$ cat src/rtl/wb_gpio_slave.sv
// Wishbone GPIO slave: LED register, debounced switch/button inputs,
// button rising-edge capture with W1C clear and a level interrupt.
module wb_gpio_slave #(
    parameter int DEBOUNCE_CYCLES = 50000
) (
    input  logic        clk,
    input  logic        rst,
    input  logic [31:0] wb_adr_i,
    input  logic [31:0] wb_dat_i,
    output logic [31:0] wb_dat_o,
    input  logic        wb_stb_i,
    input  logic        wb_we_i,
    input  logic [3:0]  wb_sel_i,
    output logic        wb_ack_o,
    input  logic [3:0]  sw_i,
    input  logic [2:0]  btn_i,
    output logic [7:0]  led_o,
    output logic        irq_o
);

    localparam int CW = $clog2(DEBOUNCE_CYCLES) + 1;
    localparam logic [CW-1:0] CNT_LAST = CW'(DEBOUNCE_CYCLES - 1);

    typedef enum logic [1:0] {
        REG_LED   = 2'd0,
        REG_INPUT = 2'd1,
        REG_EDGE  = 2'd2,
        REG_IRQEN = 2'd3
    } reg_e;

    logic [6:0]    r_sync1;
    logic [6:0]    r_sync2;
    logic [6:0]    r_stable;
    logic [6:0]    w_stable_nxt;
    logic [CW-1:0] r_cnt     [7];
    logic [CW-1:0] w_cnt_nxt [7];

    logic [7:0]    r_led;
    logic [2:0]    r_edge;
    logic [2:0]    r_irq_en;
    logic [2:0]    w_rise;
    logic [2:0]    w_clr;
    logic [2:0]    w_edge_nxt;
    logic          r_ack;
    logic          r_irq;
    logic [31:0]   r_dat;
    logic [31:0]   w_rd_data;
    logic          w_acc;
    logic          w_wr;
    reg_e          w_reg;
    logic          w_unused;

    assign w_unused = &{1'b0, wb_adr_i[31:4], wb_adr_i[1:0], wb_sel_i[3:1], wb_dat_i[31:8]};

    // Index 0..3 are switches, 4..6 are buttons, matching the INPUT layout.
    always_comb begin
        w_stable_nxt = r_stable;
        for (int unsigned i = 0; i < 7; i++) begin
            w_cnt_nxt[i] = '0;
            if (r_sync2[i] != r_stable[i]) begin
                if (r_cnt[i] == CNT_LAST) begin
                    w_stable_nxt[i] = r_sync2[i];
                end else begin
                    w_cnt_nxt[i] = r_cnt[i] + 1'b1;
                end
            end
        end
    end

    // Edge capture uses the next stable value so a rise and a W1C in the
    // same cycle resolve in one register update with set taking priority.
    assign w_rise     = w_stable_nxt[6:4] & ~r_stable[6:4];
    assign w_reg      = reg_e'(wb_adr_i[3:2]);
    assign w_acc      = wb_stb_i & ~r_ack;
    assign w_wr       = w_acc & wb_we_i & wb_sel_i[0];
    assign w_clr      = (w_wr && (w_reg == REG_EDGE)) ? wb_dat_i[6:4] : '0;
    assign w_edge_nxt = (r_edge & ~w_clr) | w_rise;

    always_comb begin
        w_rd_data = '0;
        case (w_reg)
            REG_LED:   w_rd_data[7:0] = r_led;
            REG_INPUT: w_rd_data[6:0] = r_stable;
            REG_EDGE:  w_rd_data[6:4] = r_edge;
            REG_IRQEN: w_rd_data[6:4] = r_irq_en;
            default:   w_rd_data = '0;
        endcase
    end

    always_ff @(posedge clk) begin
        if (rst) begin
            r_sync1  <= '0;
            r_sync2  <= '0;
            r_stable <= '0;
            for (int unsigned i = 0; i < 7; i++) begin
                r_cnt[i] <= '0;
            end
            r_led    <= '0;
            r_edge   <= '0;
            r_irq_en <= '0;
            r_ack    <= 1'b0;
            r_irq    <= 1'b0;
            r_dat    <= '0;
        end else begin
            r_sync1  <= {btn_i, sw_i};
            r_sync2  <= r_sync1;
            r_stable <= w_stable_nxt;
            for (int unsigned i = 0; i < 7; i++) begin
                r_cnt[i] <= w_cnt_nxt[i];
            end
            r_ack  <= w_acc;
            r_dat  <= w_acc ? w_rd_data : '0;
            r_irq  <= |(r_edge & r_irq_en);
            r_edge <= w_edge_nxt;
            if (w_wr) begin
                case (w_reg)
                    REG_LED:   r_led    <= wb_dat_i[7:0];
                    REG_IRQEN: r_irq_en <= wb_dat_i[6:4];
                    default:   ;
                endcase
            end
        end
    end

    assign wb_ack_o = r_ack;
    assign wb_dat_o = r_dat;
    assign led_o    = r_led;
    assign irq_o    = r_irq;

endmodule

$ cat config.mk
export PLATFORM = sky130hd
export DESIGN_NAME = wb_gpio_slave
export DESIGN_NICKNAME = d
export VERILOG_FILES = /design/src/rtl/wb_gpio_slave.sv
export SDC_FILE = /design/constraint.sdc
export NUM_CORES = 1
export LEC_CHECK = 0
export BUFFER_PORTS_ARGS = -buffer_cell sky130_fd_sc_hd__buf_2
export CAP_MARGIN = 20
export CORE_MARGIN = 2
export CORE_UTILIZATION = 55
export CTS_CLUSTER_DIAMETER = 150
export DETAILED_ROUTE_END_ITERATION = 8
export PLACE_DENSITY = 0.79
export SLEW_MARGIN = 10
export SYNTH_ARGS = -nofsm -noshare
export SYNTH_HDL_FRONTEND = slang
export SYNTH_SLANG_ARGS = --single-unit
$ cat constraint.sdc
create_clock -name clk -period 2.8 [get_ports clk]
set_clock_uncertainty 0.05 [all_clocks]
set_input_delay 0.14 -clock clk [delete_from_list [all_inputs] [get_ports clk]]
set_output_delay 0.14 -clock clk [all_outputs]
set_load 0.1 [all_outputs]
==> out/metrics.yaml <==
drt:
  first_pass_iters: 5
  ant_nets: 0
  viasPerCell: 5.33
  wl_um: 13600
  avgRoutedWirePerCell_um: 13.0
  drc: 0
  drt_iter0_drc: 369
  num_vias: 5578
floorplanning:
  rows: 41
  core_area_um2: 12700
  dieArea_um2: 14000
  ios: 121
  initial_core_util_pct: 56.7
  die_x_um: 118
  die_y_um: 118
timing:
  hold_viol: 0
  rsz0062_at_grt: "false"
  period_needed_ns: 2.22
  slew_headroom_pct: 53.1
  timing.fmax_mhz: 450
  slew_violations: 0
  tns_ns: 0
  worstMarginPinSlew_ns: 0.703
  finalSetupViolCount: 0
  finalWorstSetupSlack_ns: 0.580
  fin_crit_sh_pct: 79.3
critical_path:
  cp_max_fo: 16
  r2r_start: "r_cnt[1][0]"
  regToRegSetupSlack_ns: 0.58
  cp-start-kind: "register"
  critPathSlowestCell: "o31ai_4"
  max_stage_delay_ns: 0.60
  worstPathArrival_ns: 2.46
  setup.worst_path.end: "r_cnt[1][11]"
  r2r-end: "r_cnt[1][11]"
  worst_ep_required_time_ns: 3.04
  critPathKind: "register to register"
  crit_path_start: "r_cnt[1][0]"
  path_cells: "ha_1 -> nand3_4 -> or4_4 -> o31ai_4 -> nor2_1"
  end_kind: "register"
  r2r_cells: 5
cells_and_area:
  fin_nets: 948
  fillers: 1032
  area_growth_pct: 14.1
  diodes: 0
  seq_area_um2: 3280
  layout-drive-gt1-share_pct: 10.5
  multi_input_area_um2: 3600
run:
  maxCapViolCount: 0
yosys:
  synth-edff-count: 0
  netlist_top_cells_area: "dfxtp_1 46%, xnor2_1 9.0%, nor2_1 7.6%"
  syn_avg_cell_area_um2: 8.89
  async_reset_ff_share_pct: 0
  netlist_instances: 809
  synth.distinct_cells: 47
  synth_top_area_cell: "dfxtp_1"
  yosys_warnings: 0
  synth_seq_area_share_pct: 45.7
  synth_top_area_share_pct: 45.7
  synth_top_flop_cell: "dfxtp_1"
  ys_seq_elements: 164
  mappedNetlistArea_um2: 7190
power:
  power.density_nw_per_um2: 610
  ir_drop_v: 0.000367
  p_leak_nw: 2.72
grt:
  overflow: 0
  antenna_found_initial: 0
  grt_pass1_wl_um: 23300
  grt_start_max_net_pins: 26
  grt_use_total_pct: 20.3
  grt_pass1_vias: 5127
clocking:
  cts.path.max_buffers: 2
  insertion_delay_ns: 0.43
  cts_buffers: 17
  cts_max_level: 4
  cts.clk_slew.worst_paths_ns: 0.06
  ctsRootBufferMaster: "clkbuf_16"
  cts_sinks: 164
  cts_tree: "done"
placement:
  dp_hpwl_um: 9380
  place_ws_ns: 0.566
  gp_congestion: 0.874
  place.port_buffers: 39
outcome:
  status: "finished, final reports clean"
hold_path:
  hp-class: "input port to register"
==> state kept, by name (all words and copies together) (netlist names), 3 cells and up <==
signal / cells
r_sync2: 7
r_edge: 3
led_o: 8
r_stable: 7
r_irq_en: 3
r_cnt: 119
wb_dat_o: 8
r_sync1: 7
==> cells in the mapped netlist, types with 2 or more instances <==
cell type    n
dfxtp_1    164
nor2_1     145
xnor2_1     74
nand3_1     44
nand4_1     38
nand2_1     36
nor4_1      35
xor2_1      31
inv_1       28
buf_4       26
nor3_1      25
a21oi_1     19
nor2b_1     17
clkbuf_1    16
and3_1      14
mux2i_1     12
o21ai_0     12
and4_1       8
ha_1         7
or3_1        6
or4_1        6
buf_2        4
nand4b_1     4
o31ai_1      4
and2_1       3
mux4_2       3
o21ai_2      3
and4b_1      2
nand3_2      2
o21ai_1      2
or2_2        2
or3_4        2
==> cell families after synthesis <==
logic type | share of synthesized area, %
adder cells (fa/ha/maj) | 1.22
flip-flops | 45.7
buffers and inverters | 5.50
XOR/XNOR | 12.8
other | 0.0522
AO/OA/AOI/OAI | 3.86
AND/OR/NAND/NOR | 28.3
multiplexers | 2.61
==> critical path, delay by kind of cell (launching register included) <==
kind | cells | cell delay (ns)
compound gates | 1 | 0.60
fa+ha+maj | 1 | 0.25
flops | 1 | 0.38
simple gates | 3 | 0.80
==> per-stage QoR <==
step	total power, mW	instances	area [µm²]	hold WS [ns]	util (%)
after CTS	5.03	1047	8200	0.0774	64.7
final	5.00	1047	8200	0.0849	64.7
after global routing	5.17	1047	8200	0.111	64.7
after global placement	2.65	1000	7430	0.307	58.7
after detailed placement	2.65	1000	7430	0.304	58.7
after floorplan	2.64	832	7280	0.218	-
==> worst min path at each step <==
stage,slack (ns),cells after the start,from,endpoint
finish,0.08,3,wb_stb_i,wb_ack_o
global route,0.11,3,wb_stb_i,wb_dat_o[6]
CTS,0.08,3,wb_stb_i,wb_ack_o
detailed placement,0.30,2,sw_i[1],r_sync1[1]
global placement,0.31,2,sw_i[0],r_sync1[0]
floorplan,0.22,1,sw_i[0],r_sync1[0]
==> cells in the final DEF, fill, tap and decap left out, types with 4 or more instances in the layout <==
| cell type | Yosys | layout |
|---|---|---|
| a21oi_1 | 19 | 19 |
| or4_1 | 6 | 6 |
| ha_1 | 7 | 7 |
| dlygate4sd3_1 | 0 | 15 |
| nor3_1 | 25 | 25 |
| buf_4 | 26 | 5 |
| nand4b_1 | 4 | 4 |
| nand2_1 | 36 | 36 |
| or3_1 | 6 | 6 |
| and3_1 | 14 | 14 |
| nand4_1 | 38 | 38 |
| mux2i_1 | 12 | 12 |
| xnor2_1 | 74 | 74 |
| nand3_1 | 44 | 44 |
| dfxtp_1 | 164 | 164 |
| conb_1 | 1 | 24 |
| nor2_1 | 145 | 145 |
| buf_2 | 4 | 39 |
| clkbuf_16 | 0 | 17 |
| and4_1 | 8 | 8 |
| clkinv_4 | 0 | 6 |
| xor2_1 | 31 | 31 |
| o31ai_1 | 4 | 4 |
| nor4_1 | 35 | 35 |
| nor2b_1 | 17 | 17 |
| o21ai_0 | 12 | 12 |
| inv_1 | 28 | 28 |
==> power by group <==
group          switching, mW  leakage (nW)  total [mW]  internal [mW]
clock network          0.948         0.302        2.39           1.44
registers             0.0103          1.32        2.36           2.35
logic                  0.209          1.10       0.256         0.0469
==> timing repair <==
action                                 4_1_cts  5_1_grt
hold buffers                                15        0
endpoints found under the hold margin       18        0
setup buffers                                0        0
resized for setup                            0        0
==> per-layer routing <==
metal | wire [µm] | track usage [%] | share of wire (%) | vias to the layer above
met4 | 215 | 7.61 | 1.6 | 0
met1 | 6460 | 25.8 | 48 | 2605
li1 | - | - | - | 2853
met3 | 486 | 4.58 | 3.6 | 16
met5 | 0 | 0 | 0 | -
met2 | 6430 | 33.6 | 47 | 104
==> area by class of cell <==
type / count / area share (%)
clock inverter: 13 / 2.12
inverter: 28 / 1.28
sequential: 164 / 40.0
timing repair buffer: 59 / 4.67
multi-input combinational: 592 / 43.9
tap: 172 / 2.62
clock buffer: 19 / 5.40
Power figures use the tool's default switching activity.
